[src/rtl/alu_issue_sched.sv]
// Issue scheduler for the shared 64-bit ALU: round-robin grant between two ports,
// registered ALU operands, MUL/DIV latency countdown, and a tagged valid/ready response.
module alu_issue_sched #(
  parameter int MUL_LAT = 3,
  parameter int DIV_LAT = 8
) (
  input  logic        clk,
  input  logic        reset,
  input  logic        req0_valid,
  output logic        req0_ready,
  input  logic [10:0] req0_opcode,
  input  logic [63:0] req0_value1,
  input  logic [63:0] req0_value2,
  input  logic [31:0] req0_imm,
  input  logic [5:0]  req0_shamt,
  input  logic [3:0]  req0_type,
  input  logic        req0_isW,
  input  logic        req1_valid,
  output logic        req1_ready,
  input  logic [10:0] req1_opcode,
  input  logic [63:0] req1_value1,
  input  logic [63:0] req1_value2,
  input  logic [31:0] req1_imm,
  input  logic [5:0]  req1_shamt,
  input  logic [3:0]  req1_type,
  input  logic        req1_isW,
  output logic [10:0] alu_opcode,
  output logic [63:0] alu_value1,
  output logic [63:0] alu_value2,
  output logic [31:0] alu_imm,
  output logic [5:0]  alu_shamt,
  output logic [3:0]  alu_type,
  output logic        alu_isW,
  input  logic [63:0] alu_result,
  output logic        rsp_valid,
  input  logic        rsp_ready,
  output logic        rsp_id,
  output logic [63:0] rsp_result
);

  // Opcode values shared with the ALU decode table
  localparam logic [10:0] OP_NOTHING = 11'h000;
  localparam logic [10:0] OP_MUL     = 11'h010;
  localparam logic [10:0] OP_MULH    = 11'h011;
  localparam logic [10:0] OP_MULHSU  = 11'h012;
  localparam logic [10:0] OP_MULHU   = 11'h013;
  localparam logic [10:0] OP_DIV     = 11'h014;
  localparam logic [10:0] OP_DIVU    = 11'h015;
  localparam logic [10:0] OP_REM     = 11'h016;
  localparam logic [10:0] OP_REMU    = 11'h017;

  localparam int MAX_LAT = (MUL_LAT > DIV_LAT) ? MUL_LAT : DIV_LAT;
  localparam int CW      = $clog2(MAX_LAT + 1);

  typedef enum logic [1:0] {IDLE, BUSY, RESP} state_t;

  typedef struct packed {
    logic [10:0] opcode;
    logic [63:0] v1;
    logic [63:0] v2;
    logic [31:0] imm;
    logic [5:0]  shamt;
    logic [3:0]  typ;
    logic        isw;
  } req_t;

  state_t        r_state, w_state_nxt;
  req_t          r_alu, w_alu_nxt;
  logic          r_last, w_last_nxt;
  logic          r_id, w_id_nxt;
  logic [CW-1:0] r_cnt, w_cnt_nxt;
  logic          r_rsp_valid, w_rsp_valid_nxt;
  logic          r_rsp_id, w_rsp_id_nxt;
  logic [63:0]   r_rsp_result, w_rsp_result_nxt;

  req_t          w_req0, w_req1, w_sel;
  logic          w_any, w_gnt, w_idle;
  logic [CW-1:0] w_lat_m1;
  logic          w_div_zero;
  logic [63:0]   w_final;

  assign w_req0 = {req0_opcode, req0_value1, req0_value2, req0_imm, req0_shamt, req0_type, req0_isW};
  assign w_req1 = {req1_opcode, req1_value1, req1_value2, req1_imm, req1_shamt, req1_type, req1_isW};

  // Contention goes to the port that did not win last; a lone request always wins
  assign w_any      = req0_valid | req1_valid;
  assign w_gnt      = (req0_valid && req1_valid) ? ~r_last : req1_valid;
  assign w_idle     = (r_state == IDLE);
  assign req0_ready = w_idle && w_any && !w_gnt;
  assign req1_ready = w_idle && w_any && w_gnt;
  assign w_sel      = w_gnt ? w_req1 : w_req0;

  always_comb begin
    w_lat_m1 = '0;
    if (w_sel.opcode inside {OP_MUL, OP_MULH, OP_MULHSU, OP_MULHU})
      w_lat_m1 = CW'(MUL_LAT - 1);
    else if (w_sel.opcode inside {OP_DIV, OP_DIVU, OP_REM, OP_REMU})
      w_lat_m1 = CW'(DIV_LAT - 1);
  end

  // RISC-V divide-by-zero results replace whatever the ALU produces
  assign w_div_zero = r_alu.isw ? (r_alu.v2[31:0] == 32'h0) : (r_alu.v2 == 64'h0);

  always_comb begin
    w_final = alu_result;
    if (r_alu.opcode == OP_NOTHING)
      w_final = '0;
    else if (w_div_zero && (r_alu.opcode inside {OP_DIV, OP_DIVU}))
      w_final = '1;
    else if (w_div_zero && (r_alu.opcode inside {OP_REM, OP_REMU}))
      w_final = r_alu.isw ? {{32{r_alu.v1[31]}}, r_alu.v1[31:0]} : r_alu.v1;
  end

  always_comb begin
    w_state_nxt      = r_state;
    w_alu_nxt        = r_alu;
    w_last_nxt       = r_last;
    w_id_nxt         = r_id;
    w_cnt_nxt        = r_cnt;
    w_rsp_valid_nxt  = r_rsp_valid;
    w_rsp_id_nxt     = r_rsp_id;
    w_rsp_result_nxt = r_rsp_result;
    unique case (r_state)
      IDLE: begin
        if (w_any) begin
          w_alu_nxt   = w_sel;
          w_last_nxt  = w_gnt;
          w_id_nxt    = w_gnt;
          w_cnt_nxt   = w_lat_m1;
          w_state_nxt = BUSY;
        end
      end
      BUSY: begin
        if (r_cnt != '0) begin
          w_cnt_nxt = r_cnt - 1'b1;
        end else begin
          w_rsp_result_nxt = w_final;
          w_rsp_valid_nxt  = 1'b1;
          w_rsp_id_nxt     = r_id;
          w_state_nxt      = RESP;
        end
      end
      RESP: begin
        if (rsp_ready) begin
          w_rsp_valid_nxt = 1'b0;
          w_state_nxt     = IDLE;
        end
      end
      default: w_state_nxt = IDLE;
    endcase
  end

  always_ff @(posedge clk) begin
    if (!reset) begin
      r_state      <= IDLE;
      r_alu        <= '{opcode: OP_NOTHING, default: '0};
      r_last       <= 1'b1;
      r_id         <= 1'b0;
      r_cnt        <= '0;
      r_rsp_valid  <= 1'b0;
      r_rsp_id     <= 1'b0;
      r_rsp_result <= '0;
    end else begin
      r_state      <= w_state_nxt;
      r_alu        <= w_alu_nxt;
      r_last       <= w_last_nxt;
      r_id         <= w_id_nxt;
      r_cnt        <= w_cnt_nxt;
      r_rsp_valid  <= w_rsp_valid_nxt;
      r_rsp_id     <= w_rsp_id_nxt;
      r_rsp_result <= w_rsp_result_nxt;
    end
  end

  assign alu_opcode = r_alu.opcode;
  assign alu_value1 = r_alu.v1;
  assign alu_value2 = r_alu.v2;
  assign alu_imm    = r_alu.imm;
  assign alu_shamt  = r_alu.shamt;
  assign alu_type   = r_alu.typ;
  assign alu_isW    = r_alu.isw;
  assign rsp_valid  = r_rsp_valid;
  assign rsp_id     = r_rsp_id;
  assign rsp_result = r_rsp_result;

endmodule

[config.mk]
export PLATFORM = sky130hd
export DESIGN_NAME = alu_issue_sched
export DESIGN_NICKNAME = d
export VERILOG_FILES = /design/src/rtl/alu_issue_sched.sv
export SDC_FILE = /design/constraint.sdc
export NUM_CORES = 1
export LEC_CHECK = 0
export BUFFER_PORTS_ARGS = -buffer_cell sky130_fd_sc_hd__clkbuf_2
export CAP_MARGIN = 15
export CORE_AREA = 2 2 267 269
export CTS_CLUSTER_DIAMETER = 30
export DETAILED_ROUTE_END_ITERATION = 16
export DIE_AREA = 0 0 269 271
export HOLD_SLACK_MARGIN = 0.1
export PLACE_DENSITY_LB_ADDON = 0.12
export SKIP_CTS_REPAIR_TIMING = 1
export SYNTH_ARGS = -nofsm -noshare
export SYNTH_HDL_FRONTEND = slang
export SYNTH_SLANG_ARGS = --single-unit
export TNS_END_PERCENT = 1
[constraint.sdc]
create_clock -name clk -period 1.97 [get_ports clk]
set_input_delay 0.197 -clock clk [delete_from_list [all_inputs] [get_ports clk]]
set_output_delay 0.197 -clock clk [all_outputs]
set_load 0.05 [all_outputs]
==> impl_results.md, run 1 <==
* Critical Path Source: alu_value2[3]$_SDFFE_PN0P_
* Area used by sequential logic in the layout at around 0.0052 sq mm
* Number of synthesized register bits at 256
* Maximum ir drop on the vdd rail at around 0.00075 V
* CTS tree: built
* Number of endpoints with negative hold slack in the final report at 0
* RSZ-0062 raised after global routing: true
* Clock latency on the worst-skew pair at 610 ps
* Cell family contributing the most delay on the critical path: buffers and inverters
* Post-synthesis instance total at approximately 1,300
* Number of levels the H-tree was split into at 3
* Overflow left after global routing at 0
* Detailed Route Iter0 Violations at approximately 730
* Final count of pins violating max slew at 0
* Number of buffers inserted during clock tree synthesis at a little under 90
* Filler Cell Count at between 7,000 and 8,000
* Worst-case headroom to the max-slew limit at a little under three quarters
* Achievable frequency at between 400 and 500 MHz
* Status: finished with violations
* Share of Yosys cell area claimed by the top area cell type at 41.3%
* Fin crit period at ~2100 ps
* Share of flip-flops with an asynchronous set or reset after synthesis at 0%
* Max-cap violation count at 0
* I/O pins at 683
* Area share of and/or/nand/nor cells after synthesis at 11.1%
* Post-route DRC violation count at 0
* Final design utilization at between 30 and 40%
* Average cell area after synthesis at between 9 and 10 sq um
* Die boundary width at 269 microns
* Hold WS at between 150 and 200 ps
* WL per Instance at ~18 microns
* Met3 routed wirelength at 3760 microns
* Final instance count without filler cells at approximately 3,500
* Worst Max-Slew Pin Slew at between 400 and 500 ps
* Kind of capture point of the worst setup path: flop
* Worst reg-to-reg setup slack at -120 ps
* Post-synthesis instance area at around 0.012 sq mm
* Routed wl met2 at around 33,000 microns
* Hold Crit Class: in2reg
* Final worst-path cycle share at 106%
* Worst path arrival time at around 2600 ps
* Area after detailed placement at ~0.018 sq mm
* Overall routed net length at 63,400 microns
* Number of distinct standard cells referenced by the synthesized netlist at 42
* Number of antenna-violating nets in the routed design at 0
* Failing checks: negative setup slack
* Count of TritonRoute iterations in the first routing pass at 5
* R2R Path Start: alu_value2[3]$_SDFFE_PN0P_
* Top routing layer in use: met5
* Initial antenna violation count at 3
* Adder-cell share of the synthesized area at less than 1%
* List of cells traversed by the critical path: nor4_4, buf_4, nand4_1, buf_4, nor3_4, buf_12, buf_16, nand4b_1, a32o_1
* Final setup viols at 63
* Combinational family with the most area after synthesis: compound AO/OA/AOI/OAI gates
* Yosys warnings at 0
* Max Fanout on Critical Path at 32
* Cell at the slowest stage of the critical path: sky130_fd_sc_hd__dfxtp_2
* CP max stage delay at 320 ps
* Die outline area at approximately 0.073 sq mm
* Largest net degree at the start of global routing at 73
* Combined buffer and inverter count along the critical path at 4
* Maximum clock insertion buffer count at 3
* Number of synthesized flops with an enable pin at 0
* Leading post-synthesis cells by cell area: sky130_fd_sc_hd__dfxtp_1 41%, sky130_fd_sc_hd__mux2i_1 15%, sky130_fd_sc_hd__o211a_1 15%
* Placeable core area at around 0.07 sq mm
* Critical path destination: rsp_result[27]$_SDFFE_PN0P_
* I/O Buffers at slightly below 700
* Critical Path Stages at 9
* Number of instances on the worst hold path at 5
* Wire length of the first global-routing pass at approximately 83,000 microns
* Nets at ~2,900
* Most common cell on crit path: sky130_fd_sc_hd__buf_4
* Most numerous cell types in the synthesized netlist: 256 x sky130_fd_sc_hd__dfxtp_1, 197 x sky130_fd_sc_hd__nand2_1, 182 x sky130_fd_sc_hd__mux2i_1, 182 x sky130_fd_sc_hd__o211a_1, 93 x sky130_fd_sc_hd__clkbuf_1
* All-layer global routing usage at between 10% and 20%
* Maximum clock skew at final layout at 30.1 ps
* Via-to-Cell Ratio at ~4.3
* Number of placement rows at 97
* Proportion of layout cells with a drive suffix above 1 at 41.3%
* Mux share of post-synthesis cell area at around 15%
* Initial core utilization at between 10% and 20%
* Predominant post-synthesis flop cell: sky130_fd_sc_hd__dfxtp_1
* Leakage power at approximately 13 nW
* Cell type contributing the most total cell area after synthesis: sky130_fd_sc_hd__dfxtp_1
* Y dimension of the die at about 270 microns
* Total nets after synthesis at roughly 1,700
* Dominant cell by count in the synthesized netlist: sky130_fd_sc_hd__dfxtp_1
* FF-to-FF path depth at 9
* PD cells at 1400 mW/mm^2
* Xor and xnor fraction of the mapped netlist area at less than 1%
* Terminus of the critical flop-to-flop path: rsp_result[27]$_SDFFE_PN0P_
* Routability-driven placement congestion ratio at 0.861
* HPWL after detailed placement at around 45,000 microns
* TritonCTS Sinks at about 260
* Register area share after synthesis at around two fifths
* Clk slew on worst S/H paths at around 40 ps
* Synthesized-area fraction occupied by ao, oa, aoi and oai cells at roughly 27%
* Req. time, crit path at between 2000 and 2500 ps
* Design area at approximately 0.026 sq mm
* Number of placed instances with taps included at just under 3,000
* Type of the worst setup path: reg2reg
* Met1 layer wirelength in the final routing at 24,500 microns
* Via count of the routed design at 15,114
* Area used by multi-input combinational logic at around 0.0067 sq mm
* Number of global-route vias before repair at 13,678
* Root buf cell: sky130_fd_sc_hd__clkbuf_16
* Worst setup SP type: flop
* Synth-to-Final Area Change at 107%
* Final critical-path setup slack at -122 ps
[layout make-up]
type,count,share of cell area (%)
Timing Repair Buffer,1259,35.9
Multi-Input combinational cell,838,26.3
Sequential cell,256,20.2
Clock buffer,132,10.5
Tap cell,940,4.58
Clock inverter,27,2.07
Inverter,35,0.512
Antenna cell,1,0.00975
[cells by family (layout without fill, tap and decap cells)]
group | after synthesis | count (layout)
AO/OA/AOI/OAI | 368 | 368
XOR/XNOR | 1 | 1
adder cells (fa/ha/maj) | 1 | 1
buffers and inverters | 168 | 1453
flip-flops | 256 | 256
multiplexers | 182 | 182
other | 0 | 1
AND/OR/NAND/NOR | 286 | 286
[worst reg2reg max path: cells and delay by family, from the launching register on]
family / cells / cell delay (ps)
flip-flops: 1 / 320
AND/OR/NAND/NOR: 4 / 670
buffers and inverters: 4 / 730
AO/OA/AOI/OAI: 1 / 270
[layout by cell type, fill, tap and decap left out, types with 4 or more instances in the layout]
cell type,Yosys,layout
sky130_fd_sc_hd__a21boi_0,5,4
sky130_fd_sc_hd__a21o_1,57,57
sky130_fd_sc_hd__a21oi_1,10,10
sky130_fd_sc_hd__a32o_1,57,57
sky130_fd_sc_hd__buf_12,0,26
sky130_fd_sc_hd__buf_4,7,123
sky130_fd_sc_hd__bufinv_16,0,12
sky130_fd_sc_hd__clkbuf_1,93,14
sky130_fd_sc_hd__clkbuf_16,0,90
sky130_fd_sc_hd__clkbuf_2,0,679
sky130_fd_sc_hd__clkbuf_8,0,28
sky130_fd_sc_hd__clkinv_2,0,10
sky130_fd_sc_hd__dfxtp_1,256,213
sky130_fd_sc_hd__dfxtp_2,0,43
sky130_fd_sc_hd__dlygate4sd3_1,0,426
sky130_fd_sc_hd__inv_1,35,35
sky130_fd_sc_hd__mux2i_1,182,182
sky130_fd_sc_hd__nand2_1,197,197
sky130_fd_sc_hd__nand2b_1,7,7
sky130_fd_sc_hd__nand3_1,5,5
sky130_fd_sc_hd__nand4_1,4,4
sky130_fd_sc_hd__nand4b_1,26,26
sky130_fd_sc_hd__nor2_1,7,5
sky130_fd_sc_hd__nor4_1,15,7
sky130_fd_sc_hd__nor4_2,3,9
sky130_fd_sc_hd__o2111ai_1,31,31
sky130_fd_sc_hd__o211a_1,182,182
sky130_fd_sc_hd__o21ai_0,13,12
sky130_fd_sc_hd__o41ai_1,7,4
[where the power goes]
| part | internal (mW) | switching (mW) | leakage [nW] |
|---|---|---|---|
| clock network | 10.9 | 3.96 | 1.59 |
| registers | 6.60 | 1.02 | 2.13 |
| logic | 4.59 | 8.83 | 9.63 |
| total | 22.1 | 13.8 | 13.3 |
[metrics by stage]
step	setup WS [ps]	power [mW]	TNS, ps
floorplan	-0.777	15.6	-18.6
global placement	-208	20.4	-9850
detailed placement	-274	20.4	-14950
CTS	-357	35.5	-16450
global route	-252	37.5	-12340
finish	-122	35.9	-5130
[flip-flops by register name, summed over array words and instances, names as in the netlist, 2 cells and up]
signal,count
alu_value1,64
alu_value2,64
rsp_result,64
alu_imm,32
alu_opcode,11
alu_shamt,6
alu_type,4
r_cnt,4
r_state,2
[routing by layer]
layer  up-vias  global-route usage, %
li1       7218                      -
met4         2                   4.93
met3       139                   3.99
met1      7202                   16.8
met5         -                      0
met2       553                   27.2
[worst min path at each step]
stage                                           start                           to  slack (ps)
after CTS                              alu_result[28]  rsp_result[28]$_SDFFE_PN0P_        -170
after global placement    rsp_result[54]$_SDFFE_PN0P_  rsp_result[54]$_SDFFE_PN0P_         440
after floorplan                         alu_result[0]   rsp_result[0]$_SDFFE_PN0P_         370
after detailed placement   rsp_result[5]$_SDFFE_PN0P_   rsp_result[5]$_SDFFE_PN0P_         450
after global routing                   req0_opcode[2]   alu_opcode[2]$_SDFFE_PN0P_         150
final                                  req0_opcode[2]   alu_opcode[2]$_SDFFE_PN0P_         170
(Power assumes the default switching activity.)
==> run 2, diff against run 1 <==
--- a/config.mk
+++ b/config.mk
@@ -5,12 +5,13 @@
 export SDC_FILE = /design/constraint.sdc
 export NUM_CORES = 1
 export LEC_CHECK = 0
+export ABC_AREA = 1
 export BUFFER_PORTS_ARGS = -buffer_cell sky130_fd_sc_hd__clkbuf_2
 export CAP_MARGIN = 15
-export CORE_AREA = 2 2 267 269
+export CORE_AREA = 2 2 262 264
 export CTS_CLUSTER_DIAMETER = 30
 export DETAILED_ROUTE_END_ITERATION = 16
-export DIE_AREA = 0 0 269 271
+export DIE_AREA = 0 0 264 266
 export HOLD_SLACK_MARGIN = 0.1
 export PLACE_DENSITY_LB_ADDON = 0.12
 export SKIP_CTS_REPAIR_TIMING = 1
==> run 2 against run 1 <==
Routed wire length grew 14%. Power shrank 11%. Largest power group unchanged. Design area shrank 3.8%. Flip-flop and latch count is the same. The flow now finishes without violations. Core utilization shrank 0.35 points. Clock skew grew 5.8 ps. Largest cell class unchanged. Clock power shrank 4%. Fmax grew 7.2%. Cell count grew 10%. Combinational power shrank 18%. First-iteration DRC count grew 11%. Critical path type unchanged.
==> impl_results.md, run 2 <==
* Met2 usage in global routing at 31.3% (was 27.2%)
* Final setup viols at 0 (was 63)
* GRT Max-Usage Layer: met2 (unchanged)
* Maximum clock insertion buffer count at 3 (unchanged)
* Kind of capture point of the worst setup path: flop (unchanged)
* Design area at 0.0247 sq mm (was 0.0257 sq mm)
* Via-to-Cell Ratio at 4.38 (was 4.33)
* Wire length of the first global-routing pass at 95,500 microns (was 83,100 microns)
* Most used cells in the layout excluding fill and tap cells: 684 x sky130_fd_sc_hd__nand2_1, 680 x sky130_fd_sc_hd__clkbuf_2, 423 x sky130_fd_sc_hd__dlygate4sd3_1 (was 679 x sky130_fd_sc_hd__clkbuf_2, 426 x sky130_fd_sc_hd__dlygate4sd3_1, 213 x sky130_fd_sc_hd__dfxtp_1)
* Final design utilization at 36.4% (was 36.8%)
* Overall routed net length at 72,200 microns (was 63,400 microns)
* CTS tree: built (unchanged)
* Share of Yosys cell area claimed by the top area cell type at 43.8% (was 41.3%)
* I/O Buffers at 682 (unchanged)
* Final worst-path cycle share at 99.1% (was 106%)
* Initial antenna violation count at 4 (was 3)
* Overflow left after global routing at 0 (unchanged)
* Internal portion of total power at 19.9 mW (was 22.1 mW)
* Number of buffers inserted during clock tree synthesis at 91 (was 88)
* Area used by multi-input combinational logic at 0.00595 sq mm (was 0.00675 sq mm)
* P_sw at 12.2 mW (was 13.8 mW)
* Final count of pins violating max slew at 0 (unchanged)
* Area after detailed placement at 0.0167 sq mm (was 0.0180 sq mm)
* Achievable frequency at 512 MHz (was 478 MHz)
* Register area share after synthesis at 43.8% (was 41.3%)
* Status: finished, final reports clean (was finished with violations)
* Number of levels the H-tree was split into at 3 (unchanged)
* Proportion of layout cells with a drive suffix above 1 at 34.5% (was 41.3%)
* Logic gate share of total power at 34.3% (was 37.4%)
* Number of synthesized flops with an enable pin at 0 (unchanged)
* Yosys warnings at 0 (unchanged)
* PD cells at 1300 mW/mm^2 (was 1400 mW/mm^2)
* Nets at 3,321 (was 2,912)
* Type of the worst setup path: reg2reg (unchanged)
* Share of flip-flops with an asynchronous set or reset after synthesis at 0% (unchanged)
* Average cell area after synthesis at 6.92 sq um (was 9.82 sq um)
* Placeable core area at 0.0677 sq mm (was 0.0698 sq mm)
* Post-route DRC violation count at 0 (unchanged)
* Total nets after synthesis at 2,126 (was 1,696)
* Filler Cell Count at 7,207 (was 7,047)
* Post-synthesis instance area at 0.0117 sq mm (was 0.0124 sq mm)
* Leakage power at 11.3 nW (was 13.3 nW)
* Routability-driven placement congestion ratio at 0.858 (was 0.861)
* Worst-case headroom to the max-slew limit at 57.6% (was 71.7%)
* Maximum ir drop on the vdd rail at 0.000595 V (was 0.000754 V)
* Register share of total power at 21.4% (was 21.2%)
* HPWL after detailed placement at 49,800 microns (was 44,600 microns)
* Post-synthesis instance total at 1,692 (was 1,262)
* Area used by sequential logic in the layout at 0.00513 sq mm (was 0.00518 sq mm)
* Max-cap violation count at 0 (unchanged)
* Die boundary width at 264 microns (was 269 microns)
* Number of instances on the worst hold path at 6 (was 5)
* Fin crit period at 1950 ps (was 2090 ps)
* I/O pins at 683 (unchanged)
* All-layer global routing usage at 17.9% (was 15.0%)
* RSZ-0062 raised after global routing: true (unchanged)
* Worst setup SP type: flop (unchanged)
* Cell type contributing the most total cell area after synthesis: sky130_fd_sc_hd__dfxtp_1 (unchanged)
* Number of antenna-violating nets in the routed design at 0 (unchanged)
* Maximum clock skew at final layout at 35.9 ps (was 30.1 ps)
* Root buf cell: sky130_fd_sc_hd__clkbuf_16 (unchanged)
* Hold Crit Class: in2reg (unchanged)
* Largest net degree at the start of global routing at 104 (was 73)
* Leading cell type in the layout, fill and taps excluded: sky130_fd_sc_hd__nand2_1 (was sky130_fd_sc_hd__clkbuf_2)
* GRT met1 Usage at 20.3% (was 16.8%)
* Number of endpoints with negative hold slack in the final report at 0 (unchanged)
* Y dimension of the die at 266 microns (was 271 microns)
* Number of placement rows at 96 (was 97)
* TritonCTS Sinks at 256 (unchanged)
* Most numerous cell types in the synthesized netlist: 697 x sky130_fd_sc_hd__nand2_1, 256 x sky130_fd_sc_hd__dfxtp_1, 143 x sky130_fd_sc_hd__a31oi_1 (was 256 x sky130_fd_sc_hd__dfxtp_1, 197 x sky130_fd_sc_hd__nand2_1, 182 x sky130_fd_sc_hd__mux2i_1, 182 x sky130_fd_sc_hd__o211a_1, 93 x sky130_fd_sc_hd__clkbuf_1)
* Synth-to-Final Area Change at 111% (was 107%)
* Via count of the routed design at 16,809 (was 15,114)
* Number of distinct standard cells referenced by the synthesized netlist at 33 (was 42)
* Clock share of power at 44.3% (was 41.4%)
* Worst path arrival time at 2430 ps (was 2580 ps)
* Clock latency on the worst-skew pair at 610 ps (about the same)
* Global-route track usage on met3 at 5.60% (was 3.99%)
* FF-to-FF path depth at 13 (was 9)
* Number of global-route vias before repair at 15,283 (was 13,678)
* Switching Share at 37.9% (was 38.5%)
* Count of TritonRoute iterations in the first routing pass at 6 (was 5)
* Detailed Route Iter0 Violations at 812 (was 732)
* Predominant post-synthesis flop cell: sky130_fd_sc_hd__dfxtp_1 (unchanged)
* Dominant cell by count in the synthesized netlist: sky130_fd_sc_hd__nand2_1 (was sky130_fd_sc_hd__dfxtp_1)
* Clk slew on worst S/H paths at 40 ps (about the same)
* Max Fanout on Critical Path at 16 (was 32)
* Req. time, crit path at 2450 ps (was 2460 ps)
* WL per Instance at 18.8 microns (was 18.2 microns)
* Number of synthesized register bits at 256 (unchanged)
* Worst Max-Slew Pin Slew at 636 ps (was 420 ps)
* Leading post-synthesis cells by cell area: sky130_fd_sc_hd__dfxtp_1 44%, sky130_fd_sc_hd__nand2_1 22%, sky130_fd_sc_hd__a31oi_1 7.6% (was sky130_fd_sc_hd__dfxtp_1 41%, sky130_fd_sc_hd__mux2i_1 15%, sky130_fd_sc_hd__o211a_1 15%)
* Die outline area at 0.0702 sq mm (was 0.0729 sq mm)
* Initial core utilization at 17.3% (was 17.8%)
-- run 2: cell count changes after synthesis, moves of 26 or more --
| cell | previous run | this run |
|---|---|---|
| sky130_fd_sc_hd__o211a_1 | 182 | 0 |
| sky130_fd_sc_hd__nor2_1 | 7 | 96 |
| sky130_fd_sc_hd__a21oi_1 | 10 | 71 |
| sky130_fd_sc_hd__nand2_1 | 197 | 697 |
| sky130_fd_sc_hd__a31oi_1 | 0 | 143 |
| sky130_fd_sc_hd__clkbuf_1 | 93 | 58 |
| sky130_fd_sc_hd__o21ai_0 | 13 | 46 |
| sky130_fd_sc_hd__mux2i_1 | 182 | 0 |
| sky130_fd_sc_hd__nand4_1 | 4 | 68 |
| sky130_fd_sc_hd__nand3_1 | 5 | 74 |
| sky130_fd_sc_hd__a32o_1 | 57 | 0 |
| sky130_fd_sc_hd__o2111ai_1 | 31 | 0 |
| sky130_fd_sc_hd__nand4b_1 | 26 | 0 |
| sky130_fd_sc_hd__a21o_1 | 57 | 0 |
-- run 2: power by group through the flow --
| stage | sequential [mW] | clock, mW | combinational (mW) |
|---|---|---|---|
| finish | 6.88 | 14.2 | 11.0 |
| CTS | 6.85 | 14.5 | 9.77 |
| detailed placement | 6.92 | 0 | 9.75 |
| global placement | 6.90 | 0 | 9.75 |
| global route | 6.99 | 14.8 | 11.7 |
| floorplan | 9.87 | 0 | 3.12 |
-- run 2: critical path: stages, from the launching register on --
cell                      delay [ps]
sky130_fd_sc_hd__dfxtp_1         370
sky130_fd_sc_hd__nor2_1          170
sky130_fd_sc_hd__nand2_2         110
sky130_fd_sc_hd__nor2_2          120
sky130_fd_sc_hd__nand2_2          70
sky130_fd_sc_hd__o21ai_4         140
sky130_fd_sc_hd__buf_12          140
sky130_fd_sc_hd__nand3_4          70
sky130_fd_sc_hd__buf_12          160
sky130_fd_sc_hd__buf_6           180
sky130_fd_sc_hd__nand2_1          80
sky130_fd_sc_hd__nand3_1          70
sky130_fd_sc_hd__nand2_1          70
sky130_fd_sc_hd__a21oi_1          50
-- run 2: metrics by stage --
| stage | hold slack [ps] | std cells | setup WS (ps) | power [mW] | setup TNS, ps |
|---|---|---|---|---|---|
| 2_1_floorplan | 335 | 1692 | 82.3 | 13.0 | 0 |
| 3_3_place_gp | 444 | 3227 | -34.8 | 16.7 | -121 |
| 3_5_place_dp | 451 | 3227 | -45.6 | 16.7 | -230 |
| 4_1_cts | -218 | 3392 | -480 | 31.1 | -1280 |
| 5_1_grt | 100 | 3841 | -83.5 | 33.6 | -3030 |
| 6_report | 103 | 3842 | 17.8 | 32.1 | 0 |
-- run 2: layer usage --
layer,vias up,part of all wire [%]
met1,7799,39
met2,721,50
li1,8125,-
met4,2,3.7
met3,162,6.6
met5,-,0.014
-- run 2: worst paths after layout --
kind / start / end / slack [ps]
hold reg to reg: rsp_valid$_SDFFE_PN0P_ / rsp_valid$_SDFFE_PN0P_ / 460
setup / recovery: alu_value2[59]$_SDFFE_PN0P_ / rsp_result[42]$_SDFFE_PN0P_ / 20
setup reg to reg: alu_value2[59]$_SDFFE_PN0P_ / rsp_result[42]$_SDFFE_PN0P_ / 20
hold / removal: req0_opcode[8] / r_cnt[1]$_SDFFE_PN0P_ / 100
-- run 2: layout make-up --
cell class                 instances  share of cell area (%)
inverter                          46                   0.730
sequential                       256                    20.8
clock inverter                    20                    1.14
antenna                            1                  0.0101
tap                              882                    4.47
clock buffer                     145                    11.5
multi-input combinational       1254                    24.1
timing repair buffer            1238                    37.3
-- run 2: cells by family (layout without fill, tap and decap cells) --
kind of cell / after synthesis / count (layout) / synth area share [%]
AOI/OAI and AO/OA: 305 / 305 / 15.8
adders and majority gates: 1 / 1 / 0.107
buffers and inverters: 182 / 1449 / 7.27
DFF: 256 / 256 / 43.8
other: 0 / 1 / 0
and+or+nand+nor: 948 / 948 / 33.1
